`src/rtl/decode_pkg.sv`:
```
// rtl/decode_pkg.sv - shared opcode constants, instruction-type enum and decoded-slot struct
package decode_pkg;

  localparam logic [6:0] R_type  = 7'b0110011;
  localparam logic [6:0] Rw_type = 7'b0111011;
  localparam logic [6:0] I_type  = 7'b0010011;
  localparam logic [6:0] Iw_type = 7'b0011011;
  localparam logic [6:0] load    = 7'b0000011;
  localparam logic [6:0] store   = 7'b0100011;
  localparam logic [6:0] B_type  = 7'b1100011;
  localparam logic [6:0] jal     = 7'b1101111;
  localparam logic [6:0] jalr    = 7'b1100111;
  localparam logic [6:0] lui     = 7'b0110111;
  localparam logic [6:0] auipc   = 7'b0010111;

  typedef enum logic [2:0] {T_NONE, T_R, T_I, T_U, T_J, T_B, T_S} inst_type_e;

  typedef struct packed {
    logic [6:0] opcode;
    logic [2:0] func3;
    logic       func7;
    logic [4:0] rs1;
    logic [4:0] rs2;
    logic [4:0] rd;
    logic       prs1_v;
    logic       prs2_v;
    logic       prd_v;
    logic       illegal;
  } slot_dec_t;

  function automatic inst_type_e classify(input logic [6:0] op);
    case (op)
      R_type, Rw_type:              return T_R;
      jalr, load, I_type, Iw_type:  return T_I;
      lui, auipc:                   return T_U;
      jal:                          return T_J;
      B_type:                       return T_B;
      store:                        return T_S;
      default:                      return T_NONE;
    endcase
  endfunction

endpackage

```
`src/rtl/decode_slot.sv`:
```
// rtl/decode_slot.sv - combinational decode of one instruction slot
// Unknown-opcode flagging is enabled by DECODE_ILLEGAL_CHK_EN.
module decode_slot
  import decode_pkg::*;
#(
  parameter int DATA_WIDTH = 64
) (
  input  logic [31:0]           instr,
  input  logic                  valid,
  output slot_dec_t             dec,
  output logic [DATA_WIDTH-1:0] imme
);

  inst_type_e  typ;
  logic        is_r, is_i, is_u, is_j, is_b, is_s;
  logic [31:0] imm32;

  always_comb begin
    typ  = classify(instr[6:0]);
    is_r = (typ == T_R);
    is_i = (typ == T_I);
    is_u = (typ == T_U);
    is_j = (typ == T_J);
    is_b = (typ == T_B);
    is_s = (typ == T_S);

    case (typ)
      T_I:     imm32 = {{20{instr[31]}}, instr[31:20]};
      T_S:     imm32 = {{20{instr[31]}}, instr[31:25], instr[11:7]};
      T_B:     imm32 = {{19{instr[31]}}, instr[31], instr[7], instr[30:25], instr[11:8], 1'b0};
      T_U:     imm32 = {instr[31:12], 12'b0};
      T_J:     imm32 = {{11{instr[31]}}, instr[31], instr[19:12], instr[20], instr[30:21], 1'b0};
      default: imm32 = '0;
    endcase

    // Masked-off slots present all-zero so downstream never sees stale fields.
    dec  = '0;
    imme = '0;
    if (valid) begin
      dec.opcode = instr[6:0];
      dec.func3  = instr[14:12];
      dec.func7  = instr[30];
      dec.rs1    = instr[19:15];
      dec.rs2    = instr[24:20];
      dec.rd     = instr[11:7];
      dec.prs1_v = is_r | is_i | is_s | is_b;
      dec.prs2_v = is_r | is_s | is_b;
      dec.prd_v  = is_r | is_i | is_u | is_j;
`ifdef DECODE_ILLEGAL_CHK_EN
      dec.illegal = (typ == T_NONE);
`endif
      imme = DATA_WIDTH'($signed(imm32));
    end
  end

endmodule

```
`src/rtl/decode_pipe.sv`:
```
// rtl/decode_pipe.sv - bundle decoder: per-slot decode feeding a BUF_DEPTH-entry output FIFO
// Optional illegal-opcode detection under DECODE_ILLEGAL_CHK_EN.
module decode_pipe
  import decode_pkg::*;
#(
  parameter int DATA_WIDTH = 64,
  parameter int DECODE_NUM = 4,
  parameter int BUF_DEPTH  = 2
) (
  input  logic                                  clk,
  input  logic                                  rst_n,
  input  logic                                  flush,
  input  logic                                  in_valid,
  output logic                                  in_ready,
  input  logic [DECODE_NUM-1:0][31:0]           instr,
  input  logic [DECODE_NUM-1:0]                 in_mask,
  output logic                                  out_valid,
  input  logic                                  out_ready,
  output logic [DECODE_NUM-1:0]                 out_mask,
  output logic [DECODE_NUM-1:0][6:0]            opcode,
  output logic [DECODE_NUM-1:0][2:0]            func3,
  output logic [DECODE_NUM-1:0]                 func7,
  output logic [DECODE_NUM-1:0][4:0]            rs1,
  output logic [DECODE_NUM-1:0][4:0]            rs2,
  output logic [DECODE_NUM-1:0][4:0]            rd,
  output logic [DECODE_NUM-1:0][DATA_WIDTH-1:0] imme,
  output logic [DECODE_NUM-1:0]                 prs1_v,
  output logic [DECODE_NUM-1:0]                 prs2_v,
  output logic [DECODE_NUM-1:0]                 prd_v,
  output logic [DECODE_NUM-1:0]                 illegal
);

  localparam int PW = (BUF_DEPTH > 2) ? 2 : 1;
  localparam int CW = $clog2(BUF_DEPTH + 1);

  slot_dec_t [DECODE_NUM-1:0]                 in_dec;
  logic      [DECODE_NUM-1:0][DATA_WIDTH-1:0] in_imme;

  for (genvar g = 0; g < DECODE_NUM; g++) begin : g_slot
    decode_slot #(.DATA_WIDTH(DATA_WIDTH)) u_slot (
      .instr (instr[g]),
      .valid (in_mask[g]),
      .dec   (in_dec[g]),
      .imme  (in_imme[g])
    );
  end

  slot_dec_t [DECODE_NUM-1:0]                 buf_dec  [BUF_DEPTH];
  logic      [DECODE_NUM-1:0][DATA_WIDTH-1:0] buf_imme [BUF_DEPTH];
  logic      [DECODE_NUM-1:0]                 buf_mask [BUF_DEPTH];

  logic [PW-1:0] wr_ptr, rd_ptr;
  logic [CW-1:0] count;
  logic          push, pop;
  slot_dec_t     hd;

  function automatic logic [PW-1:0] next_ptr(input logic [PW-1:0] p);
    return (p == PW'(BUF_DEPTH - 1)) ? '0 : p + 1'b1;
  endfunction

  assign in_ready  = (count < CW'(BUF_DEPTH));
  assign out_valid = (count != '0);
  assign push      = in_valid & in_ready & ~flush;
  assign pop       = out_valid & out_ready & ~flush;

  always_ff @(posedge clk or negedge rst_n) begin
    if (!rst_n) begin
      wr_ptr <= '0;
      rd_ptr <= '0;
      count  <= '0;
    end else if (flush) begin
      wr_ptr <= '0;
      rd_ptr <= '0;
      count  <= '0;
    end else begin
      if (push) wr_ptr <= next_ptr(wr_ptr);
      if (pop)  rd_ptr <= next_ptr(rd_ptr);
      if (push && !pop)      count <= count + 1'b1;
      else if (pop && !push) count <= count - 1'b1;
    end
  end

  // Payload storage needs no reset: it is only visible while count is nonzero.
  always_ff @(posedge clk) begin
    if (push) begin
      buf_dec[wr_ptr]  <= in_dec;
      buf_imme[wr_ptr] <= in_imme;
      buf_mask[wr_ptr] <= in_mask;
    end
  end

  always_comb begin
    hd       = '0;
    out_mask = out_valid ? buf_mask[rd_ptr] : '0;
    for (int k = 0; k < DECODE_NUM; k++) begin
      hd         = out_valid ? buf_dec[rd_ptr][k] : '0;
      opcode[k]  = hd.opcode;
      func3[k]   = hd.func3;
      func7[k]   = hd.func7;
      rs1[k]     = hd.rs1;
      rs2[k]     = hd.rs2;
      rd[k]      = hd.rd;
      prs1_v[k]  = hd.prs1_v;
      prs2_v[k]  = hd.prs2_v;
      prd_v[k]   = hd.prd_v;
      illegal[k] = hd.illegal;
      imme[k]    = out_valid ? buf_imme[rd_ptr][k] : '0;
    end
  end

endmodule

```
`config.mk`:
```
export PLATFORM = sky130hd
export DESIGN_NAME = decode_pipe
export DESIGN_NICKNAME = d
export VERILOG_FILES = /design/src/rtl/decode_pkg.sv /design/src/rtl/decode_slot.sv /design/src/rtl/decode_pipe.sv
export SDC_FILE = /design/constraint.sdc
export NUM_CORES = 1
export LEC_CHECK = 0
export BUFFER_PORTS_ARGS = -buffer_cell sky130_fd_sc_hd__buf_2
export CAP_MARGIN = 20
export CORE_MARGIN = 2
export CORE_UTILIZATION = 48
export DETAILED_ROUTE_END_ITERATION = 10
export GPL_TIMING_DRIVEN = 0
export PLACE_DENSITY = 0.87
export SETUP_SLACK_MARGIN = 0.15
export SYNTH_ARGS = -nofsm -noshare
export SYNTH_HDL_FRONTEND = slang
export SYNTH_SLANG_ARGS = --single-unit
```
`constraint.sdc`:
```
create_clock -name clk -period 19.6 [get_ports clk]
set_input_delay 0.98 -clock clk [delete_from_list [all_inputs] [get_ports clk]]
set_output_delay 0.98 -clock clk [all_outputs]
set_load 0.1 [all_outputs]
```
Yosys cells after proc, flatten, opt, wreduce, memory -nomap -nowiden
Memories as Yosys holds them, arrays and structs flattened.
Cells that the tools add are included.
Storage, ports and cells
  register bits after elaboration: 4
  bits in writable memories: 752
  bits of input ports: 137
  output and inout bits: 382
  logic and storage cells: 168
  memories kept: 3
Memory list
  buf_imme: words 2, width 256, rd ports 1, clocked after Yosys merged registers in 0, write ports 1, line decode_pipe.sv:49  | logic [DECODE_NUM-1:0][DATA_WIDTH-1:0] buf_imme [BUF_DEPTH];
  buf_dec: words 2, width 116, rd ports 1, clocked after Yosys merged registers in 0, write ports 1, line decode_pipe.sv:48  | slot_dec_t [DECODE_NUM-1:0] buf_dec [BUF_DEPTH];
  buf_mask: words 2, width 4, rd ports 1, clocked after Yosys merged registers in 0, write ports 1, line decode_pipe.sv:50  | logic [DECODE_NUM-1:0] buf_mask [BUF_DEPTH];
Cells by class
  add/sub/neg operators: 4
  magnitude comparators: 1
  eq/ne operators: 68
  multiplexer cells: 36
  bitwise gates (word level): 33
  reductions and logical operators: 20
Operators by type and width (number)
  case mux 32 bit (5 select lines): 4
  2-to-1 mux 64 bit: 8
  2-to-1 mux 30 bit: 4
  2-to-1 mux 29 bit: 4
  == test 7 x 6 -> 1 bit (second input constant): 16
  == test 7 x 5 -> 1 bit (second input constant): 12
  == test 7 bit (second input constant): 12
  case mux 3 bit (6 select lines): 4
  == test 3 bit (second input constant): 12
  == test 7 x 2 -> 1 bit (second input constant): 4
  OR 1 bit: 28
  == test 3 x 2 -> 1 bit (second input constant): 8
  OR reduction 2 bit: 8
  OR reduction 4 bit: 4
  == test 3 x 1 -> 1 bit (second input constant): 4
  2-to-1 mux 1 bit: 8
  2-to-1 mux 2 bit: 3
  nonzero test 2 bit: 3
  bitwise AND 1 bit: 4
  2-to-1 mux 4 bit: 1
  nonzero test 3 bit: 1
  adder 1 bit (second input constant): 2
  adder 2 x 1 -> 2 bit (second input constant): 1
  logical AND 1 bit: 2
  other kinds (4): 5

Logic depth before layout (Yosys ltp)
Gate-level depths: netlist of run 1.
  depth after elaboration: 8
  gate-level depth with buffers: 7
  gate-level depth less buffers: 5

By module
Synthesis of run 1 repeated with hierarchy kept, for this count alone.
Unflattened totals
  cells, all modules: 2381
  area total of the unflattened synthesis: 34026.4 um2
Modules (own cells, without submodules)
  decode_pipe: times used 1, cells an instance 1629, area an instance 28811.4 um2, seq. area each 22922.0 um2
  decode_slot: times used 4, cells an instance 188, area an instance 1303.8 um2, seq. area each 0.0 um2

Least setup slack after synthesis of run 1
No wires, ideal clock.
  kind: input-to-reg
  start: in in_valid
  end: mem buf_dec[1][0] (netlist name) (enable)
  setup time: 1210 ps
  arrival: 19014 ps
  data required time: 18390 ps
  path slack: -625 ps
  cell stages on the path: 2
  buffers on the path: 0
  cells stage by stage: nand2b_1 > nor3b_1
Between the ends
  longest elaborated chain between the ends: 4
RTL lines
  from (decl): line decode_pipe.sv:13  | input logic in_valid,
  bitwise AND 1 bit (2 in a row): line decode_pipe.sv:63  | assign push = in_valid & in_ready & ~flush;
  2-to-1 mux 1 bit: line decode_pipe.sv:85  | if (push) begin
  2-to-1 mux 1 bit (not written as such): line decode_pipe.sv:86  | buf_dec[wr_ptr] <= in_dec;
  to (decl): line decode_pipe.sv:48
No other way between the ends.

==> metrics.csv, run 1 <==
stage,metric,value,unit
run_status,status,"finished, final reports clean",
worst_setup_path,cp.arrival,3800,ps
synthesis,synth-simple-area-share,12.4,%
routing,drt_iter0_markers,1442,
worst_setup_path,worstSetupStartpointType,flip-flop,
clock_network,clk_latency,580,ps
timing,setup_viol,0,
global_route,grt_first_pass_wirelength,90300,um
routing,antenna_left,0,
final_layout,final_common_cell,buf_2,
routing,drc,0,
routing,vias,16500,
place,routabilityCongestion,0.917,
floorplanning,rows,80,
clock_network,post_cts_resized,0,
global_route,grt_pass1_vias,16300,
floorplanning,start_util,48.4,%
timing,rsz0062_at_grt,false,
final_layout,drive_gt1_share,33.0,%
clock_network,clock_sinks,500,
min_path,hold_path_class,in -> async,
floorplanning,ios,519,
routing,wl,60000,um
synthesis,netlist_area,0.0230,mm2
timing,hold_viol,0,
floorplanning,die_h,223,um
synthesis,syn_inst,1786,
worst_setup_path,cp_slowest_cell,clkbuf_1,
global_route,grtUsageTotal,23.4,%
floorplanning,core_area,0.0475,mm2
worst_setup_path,endpoint_kind,output port,
final_layout,layout.cells.most_common_list,"buf_2, edfxtp_1, nor2_1, mux2i_1, buf_4",
clock_network,cts.path.max_buffers,3,
floorplanning,die_w,223,um
timing,clock.fmax,209,MHz
routing,vias_per_cell,5.42,
synthesis,ys.flop_type,edfxtp_1,
global_route,grt_max_degree,34,
synthesis,synth_top_family_by_area,simple AND/OR/NAND/NOR gates,
synthesis,yosys.area_share.adder,0,%
worst_setup_path,crit_path_cell_trace,nor2_1 > clkbuf_1 > clkbuf_1 > nor2_2 > buf_16 > buf_4 > buf_2,
run,drv_cap,0,
timing,tns,0,ps
clock_network,cts_buffers,51,
synthesis,async_flop_share,0.800,%
clock_network,tritoncts,yes,
clock_network,clkSlewWorstSetupHoldPaths,60,ps
place,portBuffers,510,
synthesis,synth_cell_types,60,
synthesis,avgSynthCellArea,12.9,um2
synthesis,synth_xor_area_share,0.152,%
synthesis,synth_mux_area_share,10.9,%
place,dp.final_hpwl,44000,um
power,vdd_drop_max,0.0000848,V
timing,maxSlewViolCount,0,
power,p_leak,10.9,nW
synthesis,synth_compound_area_share,4.80,%
synthesis,synth-edff-count,496,
timing,fin_crit_sh,24.4,%
final_layout,final_area,0.0287,mm2
worst_setup_path,cp.required,18620,ps
timing,tightest_slew,960,ps
clock_network,clockRootBuffer,clkbuf_16,
worst_setup_path,setup.worst_path.class,reg -> out,
final_layout,area_growth,24.9,%
routing,dr.pass1.iters,5,
clock_network,cts_max_level,2,
final_layout,fin_nets,2532,
routing,wl_per_cell,19.7,um
worst_setup_path,r2r_slack,16210,ps
synthesis,yosys_warnings,0,
clock_network,cts_hold_buf,0,
clock_network,postCtsSetupRepairBufs,0,
place,dpl_cell_area,0.0270,mm2
global_route,antenna_found_initial,2,
worst_setup_path,critPathMaxStageDelay,780,ps
timing,layout_min_cycle_time,4780,ps
synthesis,ys_ff_latch,500,
timing,max_slew_margin,36.0,%
floorplanning,die_area,0.0497,mm2
global_route,grt_overflow,0,
worst_setup_path,crit_fanout,26,
worst_setup_path,cpMostUsedCell,clkbuf_1,
synthesis,seq_area_frac_synth,65.2,%
power,power_density,102,mW/mm2
timing,finalClockSkew,14.6,ps
final cells by class:
class | instances | area [um2]
plain buffers | 241 | 1450
clock buffers | 68 | 1400
multi-input cells | 1033 | 6540
flip-flops and latches | 500 | 15000
repair buffers | 553 | 3280
well taps | 615 | 769
diodes | 1 | 2.50
clock inverters | 25 | 230
inverters | 15 | 56.3
fillers | 3487 | 18800
power breakdown:
group	switching (mW)	total, mW	internal [mW]	leakage [nW]
Combinational	0.599	0.743	0.143	5.70
Sequential	0.0118	1.23	1.22	4.45
Clock	0.394	0.948	0.555	0.778
registers in the layout, summed over array words and instances (netlist names):
name and cells:
buf_dec 232, buf_imme 256, count 2, wr_ptr 1, buf_mask 8, rd_ptr 1
routing by layer:
| layer | up-vias | share of wire, % | track usage (%) |
|---|---|---|---|
| met5 | - | 0.020 | 0 |
| met4 | 2 | 3.4 | 8.66 |
| met3 | 159 | 8.5 | 4.45 |
| met2 | 901 | 50 | 40.3 |
| met1 | 7936 | 38 | 29.4 |
| li1 | 7540 | - | - |
final timing paths:
path,endpoint,cells after the start,startpoint
max reg2reg,buf_dec[0][48],11,count[1]
min reg2reg,wr_ptr,2,wr_ptr
min,rd_ptr,1,rst_n
max in group asynchronous,count[0],1,rst_n
min in group clk,wr_ptr,2,wr_ptr
max,imme[233],7,count[1]
cells by family after synthesis:
logic type,after synthesis
simple gates,607
flops,500
buf+inv,256
mux,250
compound gates,168
xor+xnor,4
other cells,1
cell usage after synthesis, types with 8 or more instances:
cell        n  share of area [%]
a21oi_1    83                1.8
a32oi_1    17               0.65
nor2_1    304                5.0
buf_2      29               0.63
nand2b_1   11               0.30
clkbuf_1   72                1.2
buf_4     133                4.3
nor2b_1     8               0.22
inv_1      15               0.24
and2_1    114                3.1
nand2_1    85                1.4
a31oi_1    13               0.35
mux2i_1   250                 11
edfxtp_1  496                 65
nand3_1    26               0.57
nor3b_1    16               0.52
stage by stage:
step                std cells  utilization, %  worst slack, ps  total power [mW]  hold slack (ps)
global placement         2914            55.4            -7940              2.00              534
finish                   3051            60.4            14820              2.92              211
global route             3051            60.4            14640              3.00              188
floorplan                1789               -              429              1.87              518
CTS                      3047            60.3            14380              2.94              173
detailed placement       2954            56.8            14970              1.99              596
critical path, delay by kind of cell, from the launching register on:
family	cells	cell delay [ps]
flops	1	450
simple gates	2	890
buf+inv	5	1860
(Power assumes the default switching activity.)
==> inputs of run 2 (changes only) <==
--- a/config.mk
+++ b/config.mk
@@ -5,6 +5,7 @@
 export SDC_FILE = /design/constraint.sdc
 export NUM_CORES = 1
 export LEC_CHECK = 0
+export ABC_AREA = 1
 export BUFFER_PORTS_ARGS = -buffer_cell sky130_fd_sc_hd__buf_2
 export CAP_MARGIN = 20
 export CORE_MARGIN = 2
==> constraint.sdc (replaced) <==
create_clock -name clk -period 4.2 [get_ports clk]
set_input_delay 0.21 -clock clk [delete_from_list [all_inputs] [get_ports clk]]
set_output_delay 0.21 -clock clk [all_outputs]
set_load 0.1 [all_outputs]
==> run 2 against run 1 <==
Clock-buffer cell count up 3. Synthesized cell count up 37%. Register-to-register slack worse by 15000 ps. Critical path depth up 1.
==> metrics.csv, run 2 <==
stage,metric,value,unit,change
floorplanning,die_area,0.0515,mm2,was 0.0497 mm2
synthesis,synth-edff-count,496,,unchanged
final_layout,final_common_cell,nand2_1,,was buf_2
global_route,grt_pass1_vias,19600,,was 16300
worst_setup_path,rr_worst_depth,7,,was 11
worst_setup_path,cp.arrival,3610,ps,was 3800 ps
floorplanning,die_w,227,um,was 223 um
global_route,grt_max_degree,35,,was 34
routing,drt_iter0_markers,2141,,was 1442
place,dpl_cell_area,0.0277,mm2,was 0.0270 mm2
timing,hold_viol,0,,unchanged
worst_setup_path,crit_fanout,33,,was 26
synthesis,yosys-top-cells-count,"nand2_1, edfxtp_1, a21oi_1",,"was edfxtp_1, nor2_1, mux2i_1"
clock_network,clk_latency,580,ps,about the same
final_layout,final_area,0.0304,mm2,was 0.0287 mm2
synthesis,syn_inst,2452,,was 1786
place,pre_cts_ws,689,ps,was 14970 ps
min_path,hold_path_class,in -> reg,,was in -> async
run,drv_cap,0,,unchanged
worst_setup_path,r2r_slack,1630,ps,was 16210 ps
final_layout,fill_cells,3745,,was 3487
synthesis,async_flop_share,0.800,%,unchanged
synthesis,synth-simple-area-share,17.8,%,was 12.4%
worst_setup_path,cp_slowest_cell,a21oi_4,,was clkbuf_1
place,portBuffers,514,,was 510
worst_setup_path,crit_path_cell_trace,buf_2 > inv_2 > buf_2 > clkbuf_1 > nand2_1 > a21oi_4 > buf_4 > buf_2,,was nor2_1 > clkbuf_1 > clkbuf_1 > nor2_2 > buf_16 > buf_4 > buf_2
timing,clock.fmax,262,MHz,
floorplanning,die_h,227,um,was 223 um
clock_network,clkSlewWorstSetupHoldPaths,60,ps,about the same
synthesis,synth_mux_area_share,0,%,was 10.9%
global_route,antenna_found_initial,3,,was 2
synthesis,yosys.area.top_type,edfxtp_1,,unchanged
worst_setup_path,cp-startpoint,rd_ptr,,was count[1]
final_layout,multi_input_area,0.00656,mm2,was 0.00654 mm2
synthesis,avgSynthCellArea,9.72,um2,was 12.9 um2
final_layout,area_growth,27.4,%,was 24.9%
synthesis,yosys.area_share.adder,0,%,unchanged
timing,rsz0062_at_grt,false,,unchanged
worst_setup_path,r2r-end,buf_dec[1][71],,was buf_dec[0][48]
synthesis,ys.flop_type,edfxtp_1,,unchanged
timing,maxSlewViolCount,0,,unchanged
floorplanning,core_area,0.0490,mm2,was 0.0475 mm2
final_layout,regArea,0.0150,mm2,unchanged
timing,layout_min_cycle_time,3820,ps,
routing,vias_per_cell,5.38,,was 5.42
synthesis,yosysMostFrequentCell,nand2_1,,was edfxtp_1
routing,vias,20700,,was 16500
worst_setup_path,endpoint,imme[126],,was imme[233]
final_layout,fin_nets,3286,,was 2532
clock_network,clockRootBuffer,clkbuf_16,,unchanged
routing,wl_per_cell,19.0,um,was 19.7 um
worst_setup_path,worstSetupStartpointType,flip-flop,,unchanged
worst_setup_path,setup.worst_path.class,reg -> out,,unchanged
global_route,grt_first_pass_wirelength,108000,um,was 90300 um
worst_setup_path,critPathMaxStageDelay,670,ps,was 780 ps
synthesis,synth_top_family_by_area,simple AND/OR/NAND/NOR gates,,unchanged
routing,wl,73200,um,was 60000 um
worst_setup_path,endpoint_kind,output port,,unchanged
timing,finalClockSkew,12.8,ps,was 14.6 ps
routing,antenna_left,0,,unchanged
place,dp.final_hpwl,49800,um,was 44000 um
routing,drc,0,,unchanged
synthesis,seq_area_frac_synth,62.9,%,was 65.2%
place,routabilityCongestion,0.952,,was 0.917
final_layout,largest_register_ffs,256,,unchanged
floorplanning,rows,81,,was 80
timing,finalWorstSetupSlack,383,ps,was 14820 ps
final_layout,largest-register,buf_imme,,unchanged
clock_network,cts.path.max_buffers,3,,unchanged
clock_network,tritoncts,yes,,unchanged
routing,dr.pass1.iters,6,,was 5
run_status,status,"finished, final reports clean",,unchanged
floorplanning,start_util,48.7,%,was 48.4%
timing,tightest_slew,801,ps,was 960 ps
synthesis,yosys_warnings,0,,unchanged
final_layout,layout.cells.most_common_list,"nand2_1, buf_2, edfxtp_1, a21oi_1, inv_1",,"was buf_2, edfxtp_1, nor2_1, mux2i_1, buf_4"
worst_setup_path,cp.required,3990,ps,was 18620 ps
timing,max_slew_margin,46.6,%,was 36.0%
worst_setup_path,timing.rr.start,count[1],,unchanged
clock_network,clock_sinks,500,,unchanged
final_layout,drive_gt1_share,26.8,%,was 33.0%
synthesis,yosys.area.top_type_share,62.5,%,was 64.8%
worst_setup_path,cpMostUsedCell,buf_2,,was clkbuf_1
synthesis,ys_ff_latch,500,,unchanged
timing,fin_crit_sh,90.9,%,
clock_network,cts_max_level,2,,unchanged
synthesis,netlist_area,0.0238,mm2,was 0.0230 mm2
synthesis,synth_cell_types,36,,was 60
min_path,whs_path_depth,3,,
synthesis,ys_top_cells_by_area,"edfxtp_1, nand2_1, a21oi_1",,"was edfxtp_1, mux2i_1, nor2_1"
synthesis,synth_xor_area_share,0.0367,%,was 0.152%
timing,setup_viol,0,,unchanged
final_layout,reg_top3,"buf_imme x256, buf_dec x232, buf_mask x8",,unchanged
clock_network,cts_buffers,51,,unchanged
synthesis,synth_compound_area_share,9.37,%,was 4.80%
global_route,grt_overflow,0,,unchanged
global_route,grtUsageTotal,27.3,%,was 23.4%
floorplanning,ios,519,,unchanged
run 2: changes by cell type after synthesis, sizes merged, moves of 16 or more:
cell	change
a21oi	+291
a32oi	-17
and2	-115
buf	+40
inv	+173
mux2i	-250
nand2	+691
nand3	+64
nor2	-125
nor3b	-16
o21ai	+35
run 2: layout make-up:
cell class	instances	area share (%)
Multi-Input combinational cell	1494	21.6
Sequential cell	500	49.4
Buffer	272	5.39
Clock buffer	71	4.69
Timing Repair Buffer	641	13.3
Inverter	189	2.35
Antenna cell	2	0.0165
Tap cell	664	2.74
Clock inverter	20	0.593
run 2: critical path: cells and delay by family (launching register included):
kind	cells	cell delay, ps
AOI/OAI and AO/OA	1	670
buffers and inverters	6	1800
DFF	1	350
and+or+nand+nor	1	180
run 2: what timing repair did:
item,CTS,global route
resized for setup,1,0
hold buffers,108,0
buffers inserted,0,0
endpoints found under the hold margin,209,0
setup endpoints to repair,33,0
run 2: how the worst min path moves through the flow:
stage,start,endpoint,slack [ps]
2_1_floorplan,rst_n,count[0],-90
3_3_place_gp,rst_n,wr_ptr,20
3_5_place_dp,rst_n,wr_ptr,20
4_1_cts,instr[79],buf_dec[1][71],0.5
5_1_grt,instr[21],buf_dec[1][9],20
6_report,instr[38],buf_dec[1][57],30
run 2: routing by layer:
metal / wire length, um / share of wire (%) / vias up / global-route usage [%]
met1: 25900 / 35 / 9681 / 32.6
met2: 35800 / 49 / 1347 / 46.4
li1: - / - / 9416 / -
met3: 7990 / 11 / 278 / 6.76
met4: 3550 / 4.8 / 2 / 12.7
met5: 13 / 0.018 / - / 0.0978
run 2: logic make-up after synthesis:
family / count (synthesis)
AO/OA/AOI/OAI: 433
XOR/XNOR: 1
buffers and inverters: 461
flip-flops: 500
other: 1
AND/OR/NAND/NOR: 1056
run 2: through the flow:
step | TNS [ps] | cells | utilization, % | hold slack, ps
finish | 0 | 3853 | 62.1 | 31.0
detailed placement | 0 | 3652 | 56.5 | 20.1
global placement | -1187780 | 3633 | 55.8 | 18.7
global route | 0 | 3853 | 62.1 | 24.7
CTS | 0 | 3851 | 62.0 | 0.548
floorplan | -437320 | 2455 | - | -85.6
Power of run 2 is left out: the tool's default activity adds up to more than one toggle a clock period on the data nets, which glitch-free logic cannot reach.
